===== src/rtl/i2c_reg_bank.sv =====
// i2c_reg_bank: pointer-addressed multi-byte register bank behind an I2C slave controller
//   clk, rst                      clock, asynchronous active-high reset
//   start, stop, data_vld, r_w    controller event pulses and transfer direction
//   rx_byte / tx_byte             received byte / byte returned for a read request
//   stretch_on                    holds SCL low while tx_byte is prepared
//   status_in                     live data for read-only registers
//   reg_out, reg_update           committed contents and per-register commit strobes
module i2c_reg_bank #(
  parameter int NUM_REGS = 16,
  parameter int REG_BYTES = 2,
  parameter logic [NUM_REGS-1:0] RO_MASK = '0,
  parameter logic [NUM_REGS*REG_BYTES*8-1:0] RESET_VAL = '0
) (
  input  logic                            clk,
  input  logic                            rst,
  input  logic                            start,
  input  logic                            stop,
  input  logic                            data_vld,
  input  logic                            r_w,
  input  logic [7:0]                      rx_byte,
  output logic [7:0]                      tx_byte,
  output logic                            stretch_on,
  input  logic [NUM_REGS*REG_BYTES*8-1:0] status_in,
  output logic [NUM_REGS*REG_BYTES*8-1:0] reg_out,
  output logic [NUM_REGS-1:0]             reg_update
);
  localparam int W = REG_BYTES * 8;
  localparam logic [1:0] IDLE = 2'd0, PTR = 2'd1, WDATA = 2'd2, RDATA = 2'd3;
  logic [1:0] state, st;
  logic [7:0] ptr, ptr_inc, rd_byte;
  logic [2:0] byte_cnt, cnt;
  logic [W-1:0] stage, snap, src, cur, nstage, sh;
  logic [NUM_REGS*W-1:0] regs;
  logic hit, last, p1, p2;
  // st/cnt are the state and count as seen after a same-cycle start is applied
  always_comb begin
    st = start ? PTR : state;
    cnt = start ? 3'd0 : byte_cnt;
    src = '1;
    hit = 1'b0;
    for (int i = 0; i < NUM_REGS; i++)
      if (ptr == 8'(i)) begin
        hit = 1'b1;
        src = RO_MASK[i] ? status_in[i*W +: W] : regs[i*W +: W];
      end
    ptr_inc = hit ? (ptr == 8'(NUM_REGS - 1) ? 8'd0 : ptr + 8'd1) : ptr;
    last = cnt == 3'(REG_BYTES - 1);
    nstage = W'({stage, rx_byte});
    cur = cnt == 3'd0 ? src : snap;
    sh = cur >> (8 * (REG_BYTES - 1 - int'(cnt)));
    reg_out = regs;
    for (int i = 0; i < NUM_REGS; i++)
      if (RO_MASK[i]) reg_out[i*W +: W] = '0;
  end
  always_ff @(posedge clk or posedge rst) begin
    if (rst) begin
      state <= IDLE;
      ptr <= '0;
      byte_cnt <= '0;
      stage <= '0;
      snap <= '0;
      regs <= RESET_VAL;
      reg_update <= '0;
      tx_byte <= '0;
      rd_byte <= '0;
      stretch_on <= 1'b0;
      p1 <= 1'b0;
      p2 <= 1'b0;
    end else begin
      reg_update <= '0;
      p1 <= 1'b0;
      p2 <= p1;
      if (p2) begin
        tx_byte <= rd_byte;
        stretch_on <= 1'b0;
      end
      if (stop) begin
        state <= IDLE;
        byte_cnt <= '0;
        stage <= '0;
      end else begin
        if (start) begin
          state <= PTR;
          byte_cnt <= '0;
          stage <= '0;
        end
        if (data_vld && !r_w && st == PTR) begin
          ptr <= rx_byte;
          state <= WDATA;
        end else if (data_vld && !r_w && st == WDATA) begin
          stage <= last ? '0 : nstage;
          byte_cnt <= last ? 3'd0 : cnt + 3'd1;
          if (last) begin
            ptr <= ptr_inc;
            for (int i = 0; i < NUM_REGS; i++)
              if (ptr == 8'(i) && !RO_MASK[i]) begin
                regs[i*W +: W] <= nstage;
                reg_update[i] <= 1'b1;
              end
          end
        end else if (data_vld && r_w && (st == PTR || st == RDATA)) begin
          state <= RDATA;
          if (cnt == 3'd0) snap <= src;
          rd_byte <= sh[7:0];
          p1 <= 1'b1;
          stretch_on <= 1'b1;
          byte_cnt <= last ? 3'd0 : cnt + 3'd1;
          if (last) ptr <= ptr_inc;
        end
      end
    end
  end
endmodule


===== config.mk =====
export PLATFORM = sky130hd
export DESIGN_NAME = i2c_reg_bank
export DESIGN_NICKNAME = d
export VERILOG_FILES = /design/src/rtl/i2c_reg_bank.sv
export SDC_FILE = /design/constraint.sdc
export NUM_CORES = 1
export LEC_CHECK = 0
export BUFFER_PORTS_ARGS = -buffer_cell sky130_fd_sc_hd__buf_2
export CAP_MARGIN = 30
export CORE_AREA = 2 2 212 214
export CTS_CLUSTER_SIZE = 40
export DETAILED_ROUTE_END_ITERATION = 8
export DIE_AREA = 0 0 214 216
export GPL_TIMING_DRIVEN = 1
export SETUP_SLACK_MARGIN = 0.05
export SKIP_CTS_REPAIR_TIMING = 1
export SKIP_LAST_GASP = 1
export SLEW_MARGIN = 15
export SYNTH_ARGS = -nofsm -noshare
export SYNTH_HDL_FRONTEND = slang
export SYNTH_SLANG_ARGS = --single-unit

===== constraint.sdc =====
create_clock -name clk -period 16.28 [get_ports clk]
set_input_delay 0.814 -clock clk [delete_from_list [all_inputs] [get_ports clk]]
set_output_delay 0.814 -clock clk [all_outputs]
set_load 0.05 [all_outputs]

=== After elaboration in Yosys (flattened, before gate mapping) ===
Index checks and enable logic that the tools add are counted.

* Add/sub/neg operators: 3
* Equality and inequality tests: 19
* Shift-type cells: 1
* Muxes and demuxes: 83
* Bitwise gates (word level): 3
* Reductions and logical operators: 28

{| class="wikitable"
|+ Operator list
! cell !! count
|-
| $mux 16 || 26
|-
| $reduce_and 5->1 || 16
|-
| $eq 8x4->1 const B || 8
|-
| $mux 8 || 6
|-
| $mux 1 || 40
|-
| $eq 8x3->1 const B || 4
|-
| $shr 16x32->8 || 1
|-
| $mux 3 || 6
|-
| $eq 8x2->1 const B || 2
|-
| $mux 2 || 5
|-
| $add 8x1->8 const B || 1
|-
| $eq 8x1->1 const B || 1
|-
| $logic_not 8->1 || 1
|-
| $logic_and 1x1->1 || 5
|-
| $eq 2x2->1 const B || 2
|-
| $reduce_and 4->1 || 1
|-
| $sub 1x3->4 const A || 1
|-
| $add 3x1->3 const B || 1
|-
| $eq 3x1->1 const B || 1
|-
| $logic_not 3->1 || 1
|-
| $not 1->1 || 3
|-
| $reduce_bool 3->1 || 1
|-
| $eq 2x1->1 const B || 1
|-
| $reduce_and 2->1 || 1
|-
| other kinds (2) || 2
|}

* Register bits: 336
* Input port bits: 270
* Output and inout port bits: 281
* Logic and storage cells: 164

=== Longest topological paths before layout ===
Gate-level depths: netlist of the first run.

* Word-level depth: 22
* Mapped depth: 12
* Mapped depth without buffers: 9

=== Least setup slack after synthesis of the first run ===
No wires, ideal clock.

* Kind: input to register
* From: input port start
* To: register regs[64], in the netlist reg_out[64]
* Setup time: 0.125 ns
* Arrival: 2.671 ns
* Data required time: 16.155 ns
* Setup slack: 13.484 ns
* Stages on the path: 8
* Path buffers: 3
* Path through: nand2b_1 or3_1 clkbuf_1 or3_1 clkbuf_1 nor2_4 buf_4 mux2_2

* Longest elaborated chain between the ends: 5
* Elaborated cells on any way between the ends: 9
* Those cells by class: eq/ne (3); mux (2); bitwise (1); reduce/logical (3)

{| class="wikitable"
|+ Ends and longest elaborated chain
! item !! line !! source
|-
| start: declaration || 16 || <nowiki>input logic start,</nowiki>
|-
| $mux 2 || 37 || <nowiki>st = start ? PTR : state;</nowiki>
|-
| $eq 2x1->1 || 87 || <nowiki>if (data_vld && !r_w && st == PTR) begin</nowiki>
|-
| $logic_and 1x1->1 || 87 ||
|-
| $not 1->1 (no line) || n/a ||
|-
| $reduce_and 5->1 (no line) * || n/a ||
|-
| end signal: indexed assignment || 97 || <nowiki>regs[i*W +: W] <= nstage;</nowiki>
|-
| end: declaration || 33 || <nowiki>logic [NUM_REGS*W-1:0] regs;</nowiki>
|}

Mark *: on every way between the ends. The rest lies on a longest branch, timed or not.
A chain may end at the register's enable or synchronous reset.

=== Final worst setup path of the first run ===
* From: register ptr[1]
* To: register rd_byte[4]

* Longest elaborated chain between the ends: 19
* Elaborated cells on any way between the ends: 34
* Those cells by class: eq/ne (15); shift (1); mux (17); reduce/logical (1)

{| class="wikitable"
|+ Ends and longest elaborated chain
! item !! line !! source
|-
| start: declaration || 30 || <nowiki>logic [7:0] ptr, ptr_inc, rd_byte;</nowiki>
|-
| start signal: assignment || 88 || <nowiki>ptr <= rx_byte;</nowiki>
|-
| start signal: assignment || 94 || <nowiki>ptr <= ptr_inc;</nowiki>
|-
| start signal: assignment || 108 || <nowiki>if (last) ptr <= ptr_inc;</nowiki>
|-
| $logic_not 8->1 || 42 || <nowiki>if (ptr == 8'(i)) begin</nowiki>
|-
| $mux 16 (15 in a row) || 42 ||
|-
| $mux 16 * || 42 ||
|-
| $mux 16 * || n/a ||
|-
| $shr 16x32->8 * || 50 || <nowiki>sh = cur >> (8 * (REG_BYTES - 1 - int'(cnt)));</nowiki>
|-
| end signal: assignment || 104 || <nowiki>rd_byte <= sh[7:0];</nowiki>
|-
| end: declaration || 30 ||
|}

Marks and branches as above.

==> results.toml, run 1 <==
[status]
status = "completed"

[power]
pwr-share-comb_pct = 28.8
p_int_mw = 1.60
leakagePower_nw = 9.93
switching_power_uw = 904
power_density_nw_per_um2 = 133
fin_total_pwr_mw = 2.50
swShare_pct = 36.1
seqPwrFrac_pct = 36.4
clkPwrFrac_pct = 34.8
ir_drop_uv = 77.2

[synthesis]
netlist.area_leader.share_pct = 53.0
yosys.cell_count.top_type = "dfrtp_1"
netlist_area_um2 = 15500
synthArstFlopShare_pct = 100
syn-num-nets = 1711
ys_ff_latch = 328
synthMuxAreaShare_pct = 16.0
netlist_top_cells_area = "dfrtp_1, mux2_2, nand2_1"
synthCells = 1435
synth_common_cells = "dfrtp_1, nand2_1, mux2_2"
synth_edf_count = 0
synth-simple-area-share_pct = 12.6
yosysTopAreaCell = "dfrtp_1"
synth_xor_area_share_pct = 0.0565
ys_types = 69
yosys.area_share.adder_pct = 0.484
yosysSeqAreaShare_pct = 53.0
yosysWarnings = 0
synth_flop_cell = "dfrtp_1"
synth_top_family_by_area = "multiplexers"
synth_area_per_cell_um2 = 10.8
synth_compound_area_share_pct = 14.3

[layout]
syn2layout_area_growth_pct = 21.2
utilization_pct = 42.8
drive_gt1_share_pct = 36.7
num_antenna_cells = 0
finalNetCount = 1962

[worst_setup_path]
crit_path_end_kind = "flop"
cp-start-kind = "flop"
cp.required_ns = 16.72
path_cells = "inv_1 > ha_2 > buf_4 > inv_1 > nor3_2 > buf_4 > a21o_1 > o21ai_0 > a31oi_1 > nor2_1 > a221o_1"
cp_slowest_cell = "buf_4"
critPathKind = "flop to flop"
slowest_delay_ns = 0.52
cp.arrival_ns = 4.26
critPathMaxFanout = 59

[clock_tree]
clkLatencyLatePin_ns = 0.56
cts_root_buf = "clkbuf_16"
cts_sinks = 328
htree_num_levels = 2
cts_tree = "done"
clk_path_buf_depth = 3
clk_pin_slew_ns = 0.06
cts_made_buffers = 38

[floorplan]
initial_core_util_pct = 35.3
coreArea_um2 = 43800
die_y_um = 216
die_area_um2 = 46200
dieWidth_um = 214
pin_count = 551
num_rows = 77

[global_routing]
grt_pass1_vias = 13193
grt_remaining_overflow = 0
track_usage_pct = 26.7
grt_pass1_wl_um = 91600
grt_max_degree = 157
antenna_found_initial = 1

[detailed_routing]
m1WireLength_um = 26800
wl_met2_um = 28100
top_layer_used = "met4"
drc = 0
wl_um = 62700
drtAntennaViolNets = 0
drtIter0Drc = 1249
via_count = 13291
viasPerCell = 5.78
route.met3.wl_um = 4910
dr.pass1.iters = 5
detail_route.wl_per_cell_um = 27.3

[sta]
max_freq_mhz = 261
fin_tns_setup_ns = 0
hold_viol_final = 0
period_needed_ns = 3.83
clock_skew_ns = 0.0150
setup_viol = 0
maxSlewHeadroom_pct = 26.0
rsz0062_at_grt = "false"
fin_crit_sh_pct = 23.5
worst_pin_slew_ns = 1.11
drv_slew = 0

[placed_design]
routabilityCongestion = 0.951
port-buffer-count = 294
dp_hpwl_um = 44400

[min_path]
hold_path_class = "flop to flop"

[flow_run]
cap_violations = 0
## stage by stage
stage | instance area (µm²) | cells | hold WS, ns | worst slack [ns]
after floorplan | 15500 | 1435 | 0.331 | 6.38
after global placement | 17400 | 2233 | 0.334 | 12.51
after detailed placement | 17500 | 2237 | 0.336 | 12.46
after CTS | 18700 | 2299 | 0.351 | 12.59
after global routing | 18800 | 2300 | 0.363 | 12.40
final | 18800 | 2300 | 0.355 | 12.45
## state kept, by name, summed over array words and instances (netlist names)
name	flops
state	2
p2	1
reg_update	16
stretch_on	1
stage	8
snap	16
reg_out	256
byte_cnt	3
rd_byte	8
p1	1
ptr	8
tx_byte	8
## placed cells by master (no fill, tap or decap), types with 22 or more instances in the layout
| cell type | netlist | layout |
|---|---|---|
| a21oi_1 | 68 | 68 |
| buf_2 | 24 | 294 |
| clkbuf_16 | 0 | 41 |
| dfrtp_1 | 328 | 328 |
| inv_1 | 23 | 22 |
| mux2_2 | 219 | 219 |
| nand2_1 | 226 | 226 |
| nand3_1 | 23 | 23 |
| nor2_1 | 65 | 64 |
| o211ai_1 | 23 | 23 |
| o21ai_0 | 61 | 61 |
| o22ai_1 | 27 | 27 |
## final timing paths
| path | from | to | slack, ns | depth (start not counted) |
|---|---|---|---|---|
| min | p1$_DFF_PP0_ | p2$_DFF_PP0_ | 0.36 | 0 |
| max in group asynchronous | rst | reg_out[121]$_DFFE_PP0P_ | 14.36 | 3 |
| min reg2reg | p1$_DFF_PP0_ | p2$_DFF_PP0_ | 0.36 | 0 |
| max | ptr[1]$_DFFE_PP0P_ | rd_byte[4]$_DFFE_PP0P_ | 12.45 | 11 |
| min in group asynchronous | rst | reg_update[10]$_DFF_PP0_ | 0.40 | 2 |
| max reg2reg | ptr[1]$_DFFE_PP0P_ | rd_byte[4]$_DFFE_PP0P_ | 12.45 | 11 |
## layer usage
metal / track usage, % / vias to the layer above
li1: - / 5705
met1: 36.5 / 6818
met2: 40.6 / 658
met3: 6.03 / 110
met4: 12.0 / 0
met5: 0 / -
## cells by family after synthesis
family | Yosys count
simple gates | 421
xor+xnor | 1
buf+inv | 134
fa+ha+maj | 6
mux | 220
flops | 328
compound gates | 325
## critical path: cells and delay by family, from the launching register on
family                   cells  cell delay [ns]
AO/OA/AOI/OAI                4             1.17
adder cells (fa/ha/maj)      1             0.18
buffers and inverters        4             1.50
flip-flops                   1             0.43
AND/OR/NAND/NOR              2             0.42
## power by group through the flow
stage	clock, mW	combinational (mW)	sequential (mW)
global placement	0	0.695	0.922
detailed placement	0	0.704	0.924
CTS	0.885	0.707	0.910
finish	0.871	0.721	0.911
floorplan	0	0.411	0.941
global route	0.918	0.762	0.916
## cell type report
class / count / area [µm²]
clock inverter: 6 / 108
multi-input combinational: 973 / 6740
clock buffer: 56 / 1130
fill: 4265 / 25100
tap: 592 / 741
timing repair buffer: 320 / 1740
sequential: 328 / 8210
inverter: 25 / 101
Note: power is estimated with default switching activity, not from simulation.
==> run 2: changes to the inputs <==
- clock period: 16.28 -> 3.09 ns (I/O delays scaled with it)
==> run 2 against run 1 <==
Register-to-register slack lost 12 ns. Clock power increased to 5.6 times the previous value. Combinational power grew to 6.2 times the previous value. Critical path depth decreased by 1. Worst setup slack got worse by 12 ns.
==> results.toml, run 2 (synthesis results as in run 1) <==
[status]
status = "completed"

[layout]
nFillCells = 4156
finalNetCount = 2061
multiInputGateArea_um2 = 6820
final_common_cell = "dfrtp_1"
final_cell_area_um2 = 19800
mostFrequentLayoutCells = "dfrtp_1, buf_2, nand2_1"
num_antenna_cells = 0
syn2layout_area_growth_pct = 27.5
area.sequential_um2 = 8210
drive_gt1_share_pct = 41.0
largest_reg_flops = 256

[sta]
layout_setup_ws_ns = 0.0486
period_needed_ns = 3.04
setup_viol = 0
hold_slack_ns = 0.0553
fin_crit_sh_pct = 98.4
max_freq_mhz = 329
drv_slew = 0
maxSlewHeadroom_pct = 31.5
worst_pin_slew_ns = 1.03
rsz0062_at_grt = "true"
clock_skew_ns = 0.0294
hold_viol_final = 0

[power]
ir_drop_uv = 366
power_density_nw_per_um2 = 714
leakagePower_nw = 10.5

[clock_tree]
cts_made_buffers = 39
cts_sinks = 328
htree_num_levels = 2
clk_path_buf_depth = 3
cts_root_buf = "clkbuf_16"
cts_tree = "done"
clkLatencyLatePin_ns = 0.57
clk_pin_slew_ns = 0.07

[detailed_routing]
wl_um = 62800
via_count = 13628
viasPerCell = 5.67
dr.pass1.iters = 5
drtAntennaViolNets = 0
detail_route.wl_per_cell_um = 26.1
drtIter0Drc = 1140
drc = 0

[placed_design]
port-buffer-count = 294
dpl_worst_slack_ns = -0.0544
dp_hpwl_um = 45900
routabilityCongestion = 1.00
placed_area_um2 = 18200

[global_routing]
grt_pass1_wl_um = 91100
grt_max_degree = 114
track_usage_pct = 26.7
grt_remaining_overflow = 0
grt_pass1_vias = 13221
antenna_found_initial = 0

[worst_setup_path]
crit_path_end_kind = "flop"
critPathKind = "flop to flop"
cp.required_ns = 3.52
crit_path_start = "ptr[0]$_DFFE_PP0P_"
crit-reg2reg-launch = "ptr[0]$_DFFE_PP0P_"
critPathMaxFanout = 12
cp-start-kind = "flop"
cp.arrival_ns = 3.47

[floorplan]
coreArea_um2 = 43800
die_area_um2 = 46200
initial_core_util_pct = 35.3
num_rows = 77
die_y_um = 216
pin_count = 551
dieWidth_um = 214

[min_path]
hold_path_class = "input pin to flop"
hold_start = "start"

[flow_run]
cap_violations = 0
## run 2: cell types whose count changed in the layout (fill, tap and decap cells not counted), sizes merged
cell | before | now
clkbuf | 56 | 54
clkinvlp | 1 | 4
clkinv | 4 | 9
dlygate4sd3 | 0 | 3
bufinv | 3 | 4
buf | 320 | 415
## run 2: worst max-delay path: stages (launching register included)
cell and delay [ns]:
dfrtp_2 0.46, inv_1 0.16, ha_1 0.30, buf_4 0.30
inv_1 0.09, buf_4 0.17, a21oi_1 0.16, a22oi_1 0.16
o211ai_1 0.49, o311ai_1 0.26, a221o_1 0.34
## run 2: power breakdown
group	total, mW	switching, mW	internal, mW
Combinational	4.47	2.87	1.60
Clock	4.86	1.91	2.95
Sequential	4.77	0.226	4.55
## run 2: path summary, 6_finish.rpt
path	slack (ns)	end	cells past startpoint
max reg2reg	0.05	rd_byte[7]$_DFFE_PP0P_	10
min in group asynchronous	0.14	reg_update[6]$_DFF_PP0_	3
max	0.05	rd_byte[7]$_DFFE_PP0P_	10
min reg2reg	0.35	p2$_DFF_PP0_	0
max in group asynchronous	1.98	reg_out[196]$_DFFE_PP0P_	4
min	0.06	state[1]$_DFF_PP0_	3
## run 2: cell type report
class / instances / share of cell area, %
Inverter: 25 / 0.494
Clock inverter: 15 / 0.994
Sequential cell: 328 / 41.5
Tap cell: 592 / 3.75
Multi-Input combinational cell: 973 / 34.5
Timing Repair Buffer: 418 / 12.9
Clock buffer: 54 / 5.84
## run 2: per-stage QoR
stage | power (mW) | instances | setup TNS, ns | utilization, %
6_report | 14.1 | 2405 | 0 | 45.1
4_1_cts | 14.0 | 2396 | -0.466 | 44.7
3_5_place_dp | 9.08 | 2327 | -0.116 | 41.6
2_1_floorplan | 7.13 | 1435 | -473.37 | -
3_3_place_gp | 9.05 | 2327 | -0.00545 | 41.6
5_1_grt | 14.6 | 2405 | -0.0138 | 45.1
## run 2: metal layers
layer | part of all wire (%) | GRT usage, % | vias up
li1 | - | - | 5911
met1 | 42 | 35.9 | 6916
met2 | 46 | 41.7 | 674
met3 | 7.8 | 4.89 | 127
met4 | 4.6 | 12.7 | 0
met5 | 0 | 0 | -
==> run 3: changes to the inputs <==
- CORE_AREA: 2 2 212 214 -> 2 2 216 218
- DIE_AREA: 0 0 214 216 -> 0 0 218 220
==> run 3 against run 2 <==
Sequential share of layout area increased by 0.57 points. Critical path depth down 3. Highest routed layer is now met5. Hold slack worse by 0.056 ns. Largest power group is now sequential cells. Routed wire length down 0.18%. The flow now finishes with violations (negative hold slack). Core utilization decreased by 2.6 points. Final cell count fell by 0.25%.
==> results.toml, run 3 (synthesis results as in run 1) <==
[layout]
mostFrequentLayoutCells = "dfrtp_1, buf_2, nand2_1"
finalNetCount = 2048
largest_reg_flops = 256
drive_gt1_share_pct = 40.3
syn2layout_area_growth_pct = 25.8
final_common_cell = "dfrtp_1"
num_antenna_cells = 0

[global_routing]
grt_max_degree = 101
track_usage_pct = 25.8
antenna_found_initial = 2
grt_pass1_vias = 13081
grt_pass1_wl_um = 90400
grt_remaining_overflow = 0

[clock_tree]
htree_num_levels = 2
cts_root_buf = "clkbuf_16"
clk_path_buf_depth = 3
clkLatencyLatePin_ns = 0.55
cts_sinks = 328
cts_tree = "done"
clk_pin_slew_ns = 0.06
cts_made_buffers = 37

[detailed_routing]
via_count = 13530
detail_route.wl_per_cell_um = 26.1
drtIter0Drc = 1341
drtAntennaViolNets = 0
drc = 0
viasPerCell = 5.64
wl_um = 62700
dr.pass1.iters = 5

[placed_design]
dpl_worst_slack_ns = 0.0832
port-buffer-count = 294
routabilityCongestion = 0.931
dp_hpwl_um = 46400

[power]
power_density_nw_per_um2 = 686
swShare_pct = 36.2
clkPwrFrac_pct = 31.4
p_int_mw = 8.53
ir_drop_uv = 330
seqPwrFrac_pct = 35.8
switching_power_mw = 4.83
pwr-share-comb_pct = 32.8
leakagePower_nw = 10.3
fin_total_pwr_mw = 13.4

[worst_setup_path]
critPathMaxFanout = 12
rr_worst_depth = 7
r2r_slack_ns = 0.12
cp.required_ns = 3.51
cp-start-kind = "flop"
crit_path_end_kind = "flop"
critPathKind = "flop to flop"
cp.arrival_ns = 3.39

[sta]
drv_slew = 0
setup_viol = 0
clock_skew_ns = 0.0230
hold_slack_ns = -0.000314
max_freq_mhz = 336
fin_crit_sh_pct = 96.3
maxSlewHeadroom_pct = 27.4
layout_setup_ws_ns = 0.115
rsz0062_at_grt = "true"
hold_viol_final = 1
worst_pin_slew_ns = 1.09
period_needed_ns = 2.97

[floorplan]
die_y_um = 220
initial_core_util_pct = 33.8
coreArea_um2 = 45900
dieWidth_um = 218
pin_count = 551
die_area_um2 = 48000
num_rows = 79

[flow_run]
cap_violations = 0

[min_path]
hold_path_class = "input pin to flop"
min_path_cells = 2

[status]
status = "complete, but fails checks"
violations = "negative hold slack"
run 3: critical path: stages, from the launching register on:
cell and delay [ns]:
dfrtp_1 0.45, ha_1 0.33, or3_1 0.51, o21ai_0 0.30
a22oi_1 0.19, o211ai_1 0.49, o311ai_1 0.25, a221o_1 0.33
run 3: cell type report:
cell class | instances | area, µm²
Multi-Input combinational cell | 974 | 6810
Clock inverter | 8 | 67.6
Inverter | 25 | 97.6
Timing Repair Buffer | 406 | 2500
Clock buffer | 51 | 1050
Fill cell | 4447 | 26400
Tap cell | 607 | 759
Sequential cell | 328 | 8210
run 3: stage by stage:
| step | utilization (%) | setup TNS (ns) | cells | cell area (µm²) |
|---|---|---|---|---|
| 2_1_floorplan | - | -473.37 | 1435 | 15500 |
| 3_3_place_gp | 39.8 | 0 | 2336 | 18300 |
| 3_5_place_dp | 39.8 | 0 | 2336 | 18300 |
| 4_1_cts | 42.2 | 0 | 2395 | 19400 |
| 5_1_grt | 42.5 | 0 | 2399 | 19500 |
| 6_report | 42.5 | 0 | 2399 | 19500 |
run 3: metal layers:
layer / GRT usage (%) / up-vias / part of all wire [%]
li1: - / 5891 / -
met1: 34.8 / 6800 / 41
met2: 39.6 / 711 / 45
met3: 5.56 / 126 / 8.7
met4: 11.8 / 2 / 4.7
met5: 0 / - / 0.021
run 3: worst paths after layout:
check,startpoint,to
max,ptr[0]$_DFFE_PP0P_,rd_byte[7]$_DFFE_PP0P_
min,stop,stage[6]$_DFF_PP0_
max reg2reg,ptr[0]$_DFFE_PP0P_,rd_byte[7]$_DFFE_PP0P_
min reg2reg,p1$_DFF_PP0_,p2$_DFF_PP0_
max in group asynchronous,rst,reg_out[251]$_DFFE_PP0P_
min in group asynchronous,rst,reg_update[10]$_DFF_PP0_
run 3: power by group through the flow:
stage | Sequential (mW) | Clock, mW | Combinational [mW]
after floorplan | 4.96 | 0 | 2.17
after global placement | 4.83 | 0 | 4.17
after detailed placement | 4.84 | 0 | 4.20
after CTS | 4.76 | 4.27 | 4.22
after global routing | 4.81 | 4.44 | 4.60
final | 4.78 | 4.20 | 4.38
